[config.mk]
export PLATFORM = sky130hd
export DESIGN_NAME = tick_watchdog_flat
export DESIGN_NICKNAME = d
export VERILOG_FILES = /design/src/rtl/tick_watchdog_if.sv /design/src/rtl/tick_watchdog.sv /design/src/flat_wrapper.sv
export SDC_FILE = /design/constraint.sdc
export NUM_CORES = 1
export LEC_CHECK = 0
export CAP_MARGIN = 25
export CORE_MARGIN = 2
export CORE_UTILIZATION = 50
export CTS_CLUSTER_SIZE = 24
export DETAILED_ROUTE_END_ITERATION = 8
export PLACE_DENSITY_LB_ADDON = 0.05
export SLEW_MARGIN = 20
export SYNTH_ARGS = -nofsm -noshare
export SYNTH_HDL_FRONTEND = slang
export SYNTH_SLANG_ARGS = --single-unit
[constraint.sdc]
create_clock -name clk -period 3.45 [get_ports clk]
set_input_delay 0.8625 -clock clk [delete_from_list [all_inputs] [get_ports clk]]
set_output_delay 0.8625 -clock clk [all_outputs]
set_load 0.01 [all_outputs]
[src/rtl/tick_watchdog_if.sv]
// Signal bundle between the supervised logic and the tick watchdog.
// The master drives the timebase, arm and kick lines; the slave (watchdog) returns its status.
interface tick_watchdog_if;
   logic        tick_in;
   logic        enable;
   logic        kick;
   logic [1:0]  state;
   logic        warn;
   logic        expired;
   logic [31:0] tick_cnt;
   logic [7:0]  expire_count;

   modport master (
      output tick_in, enable, kick,
      input  state, warn, expired, tick_cnt, expire_count
   );

   modport slave (
      input  tick_in, enable, kick,
      output state, warn, expired, tick_cnt, expire_count
   );
endinterface

[src/rtl/tick_watchdog.sv]
// Watchdog that counts timebase tick edges between kicks.
// It escalates from ARMED to WARN to EXPIRED.
module tick_watchdog #(
   parameter int unsigned WARN_TICKS    = 8,
   parameter int unsigned TIMEOUT_TICKS = 16,
   parameter bit          STICKY        = 1'b1
) (
   input logic           clk,
   input logic           reset,
   tick_watchdog_if.slave bus
);

   localparam int unsigned CNT_W = 32;
   localparam int unsigned EXP_W = 8;

   typedef enum logic [1:0] {
      IDLE    = 2'd0,
      ARMED   = 2'd1,
      WARN    = 2'd2,
      EXPIRED = 2'd3
   } state_t;

   state_t             state_q, state_d;
   logic               tick_d;
   logic               tick_rise;
   logic [CNT_W-1:0]   cnt_q, cnt_d, cnt_inc;
   logic [EXP_W-1:0]   exp_q, exp_d;
   logic               warn_q, warn_d;
   logic               expired_q, expired_d;

   assign tick_rise = bus.tick_in & ~tick_d;
   assign cnt_inc   = cnt_q + CNT_W'(1);

   // State, counters and status flags
   always_ff @(posedge clk or posedge reset) begin
      if (reset) begin
         state_q   <= IDLE;
         tick_d    <= 1'b0;
         cnt_q     <= '0;
         exp_q     <= '0;
         warn_q    <= 1'b0;
         expired_q <= 1'b0;
      end else begin
         state_q   <= state_d;
         tick_d    <= bus.tick_in;
         cnt_q     <= cnt_d;
         exp_q     <= exp_d;
         warn_q    <= warn_d;
         expired_q <= expired_d;
      end
   end

   // Next state; priority is enable=0, then kick, then tick_rise
   always_comb begin
      state_d = state_q;
      cnt_d   = cnt_q;
      exp_d   = exp_q;

      unique case (state_q)
         IDLE: begin
            cnt_d = '0;
            if (bus.enable) state_d = ARMED;
         end
         ARMED: begin
            if (!bus.enable) begin
               state_d = IDLE;
               cnt_d   = '0;
            end else if (bus.kick) begin
               cnt_d = '0;
            end else if (tick_rise) begin
               cnt_d = cnt_inc;
               if (cnt_inc == CNT_W'(WARN_TICKS)) state_d = WARN;
            end
         end
         WARN: begin
            if (!bus.enable) begin
               state_d = IDLE;
               cnt_d   = '0;
            end else if (bus.kick) begin
               state_d = ARMED;
               cnt_d   = '0;
            end else if (tick_rise) begin
               cnt_d = cnt_inc;
               if (cnt_inc == CNT_W'(TIMEOUT_TICKS)) begin
                  state_d = EXPIRED;
                  exp_d   = (exp_q == {EXP_W{1'b1}}) ? exp_q : exp_q + EXP_W'(1);
               end
            end
         end
         EXPIRED: begin
            // Count stays frozen at the timeout value while expired
            if (!bus.enable) begin
               state_d = IDLE;
               cnt_d   = '0;
            end else if (bus.kick && !STICKY) begin
               state_d = ARMED;
               cnt_d   = '0;
            end
         end
         default: begin
            state_d = IDLE;
            cnt_d   = '0;
         end
      endcase

      warn_d    = (state_d == WARN);
      expired_d = (state_d == EXPIRED);
   end

   assign bus.state        = state_q;
   assign bus.warn         = warn_q;
   assign bus.expired      = expired_q;
   assign bus.tick_cnt     = cnt_q;
   assign bus.expire_count = exp_q;

endmodule

[src/flat_wrapper.sv]
// flat-port wrapper written by rule: the top's interface ports become plain ports
module tick_watchdog_flat 
#(
   parameter int unsigned WARN_TICKS    = 8,
   parameter int unsigned TIMEOUT_TICKS = 16,
   parameter bit          STICKY        = 1'b1
)
  (clk, reset, bus_tick_in, bus_enable, bus_kick, bus_state, bus_warn, bus_expired, bus_tick_cnt, bus_expire_count);
  tick_watchdog_if bus_i ();
  input logic clk;
  input logic reset;
  input wire logic [$bits(bus_i.tick_in)-1:0] bus_tick_in;
  input wire logic [$bits(bus_i.enable)-1:0] bus_enable;
  input wire logic [$bits(bus_i.kick)-1:0] bus_kick;
  output wire logic [$bits(bus_i.state)-1:0] bus_state;
  output wire logic [$bits(bus_i.warn)-1:0] bus_warn;
  output wire logic [$bits(bus_i.expired)-1:0] bus_expired;
  output wire logic [$bits(bus_i.tick_cnt)-1:0] bus_tick_cnt;
  output wire logic [$bits(bus_i.expire_count)-1:0] bus_expire_count;
  assign bus_i.tick_in = bus_tick_in;
  assign bus_i.enable = bus_enable;
  assign bus_i.kick = bus_kick;
  assign bus_state = bus_i.state;
  assign bus_warn = bus_i.warn;
  assign bus_expired = bus_i.expired;
  assign bus_tick_cnt = bus_i.tick_cnt;
  assign bus_expire_count = bus_i.expire_count;
  tick_watchdog #(.WARN_TICKS(WARN_TICKS), .TIMEOUT_TICKS(TIMEOUT_TICKS), .STICKY(STICKY)) u_core (.clk(clk), .reset(reset), .bus(bus_i));
endmodule
==> summary.txt, run 1 <==
Fmax - 312 MHz
Die height - 82.9 um
Highest metal layer with signal wires - met4
Beginning of the critical path - u_core.bus.tick_cnt[0]
Largest buffer count on any clock path - 2
Global-route wire length before repair - 13400 um
WHS Path Cells - 1
Synth warnings - 0
Via count - 2895
RePlAce Congestion - 0.821
Post-Route WL - 8090 um
TritonCTS clock tree - done
DR vias/cell - 5.94
Total area of multi-input combinational cells - 1840 sq um
Power share of the sequential group - 0.461
Design Area, Final - 3820 sq um
PwrDens - 314 nW/um^2
Type of element launching the critical path - flop
Boundary Pins - 49
Total design power - 1200 uW
Sink count of the clock tree - 45
Number of I/O port buffers - 48
Synth-to-Final Area Change - 22.6%
Leakage dissipation - 0.00154 uW
Count of instances resized after the clock tree is built - 0
Least setup slack across all paths after layout - 0.248 ns
DR DRC count - 0
Capturing element type of the critical path - flop
DPL Wire Length - 5760 um
Die Area - 6880 sq um
Clock transition time at the flip-flop clock pins of the worst setup and hold paths - 0.09 ns
Row count - 28
Switching Fraction - 0.300
Dpl ws - 0.114 ns
Relative max-transition margin - 0.598
Most frequent cells after synthesis - sky130_fd_sc_hd__nand2_1 (53), sky130_fd_sc_hd__dfrtp_1 (45), sky130_fd_sc_hd__o21ai_0 (39)
Syn_area_per_cell - 8.65 sq um
Fraction of synthesized cell area taken by the top area cell type - 0.361
Maximum resistive drop on vdd - 233 uV
Sequential share of the synthesized area - 0.361
Layout fillers - 530
Number of antenna violations at the first check in global routing - 0
Crit path kind - flop to flop
Dominant register cell in the synthesized netlist - sky130_fd_sc_hd__dfrtp_1
Met3 routed WL - 298 um
Total nets after synthesis - 372
Count of hold-fix buffers inserted at cts - 0
Vias in the first global route - 2688
Detail Route met2 WL - 3880 um
Dominant cell by count in the synthesized netlist - sky130_fd_sc_hd__nand2_1
Number of buffers added by the clock tree synthesis step - 5
Internal power - 841 uW
Number of post-CTS setup repair buffers - 0
R2R Path Start - u_core.bus.tick_cnt[0]
Metal1 wirelength - 3770 um
Data arrival time of the critical path - 3.43 ns
Result of the run - complete, no violations
Root buffer cell - sky130_fd_sc_hd__clkbuf_8
Core area - 5960 sq um
Worst clock skew on the final layout - 0.0120 ns
Final Hold Vio Count - 0
Top cells by area in the synthesized netlist - sky130_fd_sc_hd__dfrtp_1 (36%), sky130_fd_sc_hd__xnor2_1 (6.5%), sky130_fd_sc_hd__nand2_1 (6.4%)
Routed wirelength normalized by instance count - 16.6 um
Cell area after placement - 3680 sq um
Class of the worst hold path - flop to flop
Worst-margin pin slew - 0.603 ns
Logic gate share of total power - 0.190
Post-Syn Instances - 360
Fraction of layout cells with a size suffix above 1 - 0.121
Final Hold Slack - 0.514 ns
Clock network fraction of total power - 0.349
Maximum number of pins on one net before global-route repair - 46
Layout Nets - 423
Global Route Usage Sum - 0.236
Total setup violations reported at the end of the flow - 0
Starting utilization of the core area - 0.523
Worst-case reg-to-reg path depth - 10
Slew Viols, Final - 0
Reported max-cap violation count - 0
Iteration count of the initial detailed-routing pass - 4
Hold wc startpoint - u_core.bus.expire_count[7]
Clock insertion delay at the later pin of the skew report - 0.31 ns
Power spent charging and discharging nets - 360 uW
Synthesis-stage register bit count - 45
Sequential cell area - 1130 sq um
Floorplan die width - 82.9 um
Unrepaired setup endpoints after global routing - no
Highest net fanout along the worst path - 9
Max H-tree Level - 2
Mapped Area - 3120 sq um
Biggest area consumer among synthesized cells - sky130_fd_sc_hd__dfrtp_1
Antenna cell count - 0
Final setup TNS - 0 ns
Unique cell type count in the Yosys netlist - 60
1st-iter DRT viols - 207
Antenna Violating Nets Remaining - 0
Number of enable-type register cells in the synthesized netlist - 0
Remaining Overflow, GRT - 0
Min Clock Period, post-route - 3.20 ns
Share of async-settable or async-resettable flops after synthesis - 1.00
Required time of the critical path - 3.68 ns
Period Utilization, post-route - 0.928
per-layer routing:
layer / vias up / GRT usage
met3: 16 / 0.0427
li1: 1423 / -
met4: 0 / 0.0641
met5: - / 0
met2: 65 / 0.384
met1: 1391 / 0.324
registers in the layout (all words and copies together), names as in the netlist:
signal	cells
u_core.bus.state	2
u_core.bus.tick_cnt	32
u_core.tick_d	1
u_core.bus.expired	1
u_core.bus.warn	1
u_core.bus.expire_count	8
worst paths after layout:
path,end,slack [ns]
min in group asynchronous,u_core.bus.state[0],0.84
max in group asynchronous,u_core.bus.tick_cnt[16],2.12
setup / recovery,u_core.bus.warn,0.25
setup reg to reg,u_core.bus.warn,0.25
hold reg to reg,u_core.bus.expire_count[7],0.51
hold / removal,u_core.bus.expire_count[7],0.51
final cells by class:
class | count | area share
clock buffer | 5 | 0.0180
clock inverter | 3 | 0.0121
inverter | 7 | 0.00688
multi-input combinational | 287 | 0.481
sequential | 45 | 0.295
tap | 75 | 0.0246
timing repair buffer | 65 | 0.162
metrics by stage:
stage               std cells  utilization
finish                    487        0.641
global route              487        0.641
global placement          478        0.619
detailed placement        478        0.619
floorplan                 360            -
CTS                       486        0.638
worst max-delay path, cell delays in order (launching register included):
cell                       delay (ns)
sky130_fd_sc_hd__dfrtp_1         0.50
sky130_fd_sc_hd__ha_1            0.30
sky130_fd_sc_hd__nand3_2         0.13
sky130_fd_sc_hd__or4_4           0.60
sky130_fd_sc_hd__nor3_2          0.25
sky130_fd_sc_hd__a31oi_1         0.12
sky130_fd_sc_hd__a211o_1         0.29
sky130_fd_sc_hd__nor4_4          0.37
sky130_fd_sc_hd__buf_4           0.24
sky130_fd_sc_hd__a31oi_4         0.11
sky130_fd_sc_hd__a211oi_2        0.20
cell families after synthesis:
group           count (synthesis)  share of synthesized area
mux                             3                     0.0100
compound gates                 89                      0.187
fa+ha+maj                       7                     0.0281
flops                          45                      0.361
simple gates                  160                      0.286
buf+inv                        28                     0.0486
xor+xnor                       28                     0.0787
layout by cell type (no fill, tap or decap), types with 7 or more instances in the layout:
cell	count
sky130_fd_sc_hd__a21oi_1	9
sky130_fd_sc_hd__and3_1	11
sky130_fd_sc_hd__buf_4	16
sky130_fd_sc_hd__clkdlybuf4s50_1	48
sky130_fd_sc_hd__dfrtp_1	45
sky130_fd_sc_hd__ha_1	7
sky130_fd_sc_hd__nand2_1	53
sky130_fd_sc_hd__nand3_1	23
sky130_fd_sc_hd__nand4_1	10
sky130_fd_sc_hd__nor2_1	18
sky130_fd_sc_hd__nor3_1	8
sky130_fd_sc_hd__nor4_1	7
sky130_fd_sc_hd__o21ai_0	38
sky130_fd_sc_hd__o31ai_1	10
sky130_fd_sc_hd__xnor2_1	23
power groups by stage:
| stage | combinational [uW] | sequential (uW) | clock (uW) |
|---|---|---|---|
| 6_report | 228 | 554 | 419 |
| 5_1_grt | 253 | 557 | 451 |
| 4_1_cts | 223 | 554 | 428 |
| 3_5_place_dp | 221 | 564 | 0 |
| 3_3_place_gp | 217 | 563 | 0 |
| 2_1_floorplan | 148 | 564 | 0 |
(Power assumes the default switching activity.)
==> inputs of run 2 (changes only) <==
- ABC_AREA: default -> 0
==> results of run 2 <==
Same layout as run 1: the final DEF is identical, and so are final timing and power.
==> inputs of run 3 (changes only) <==
- CTS_CLUSTER_SIZE: 24 -> 30
- TNS_END_PERCENT: default -> 100
==> results of run 3 <==
Same layout as run 1: the final DEF is identical, and so are final timing and power.
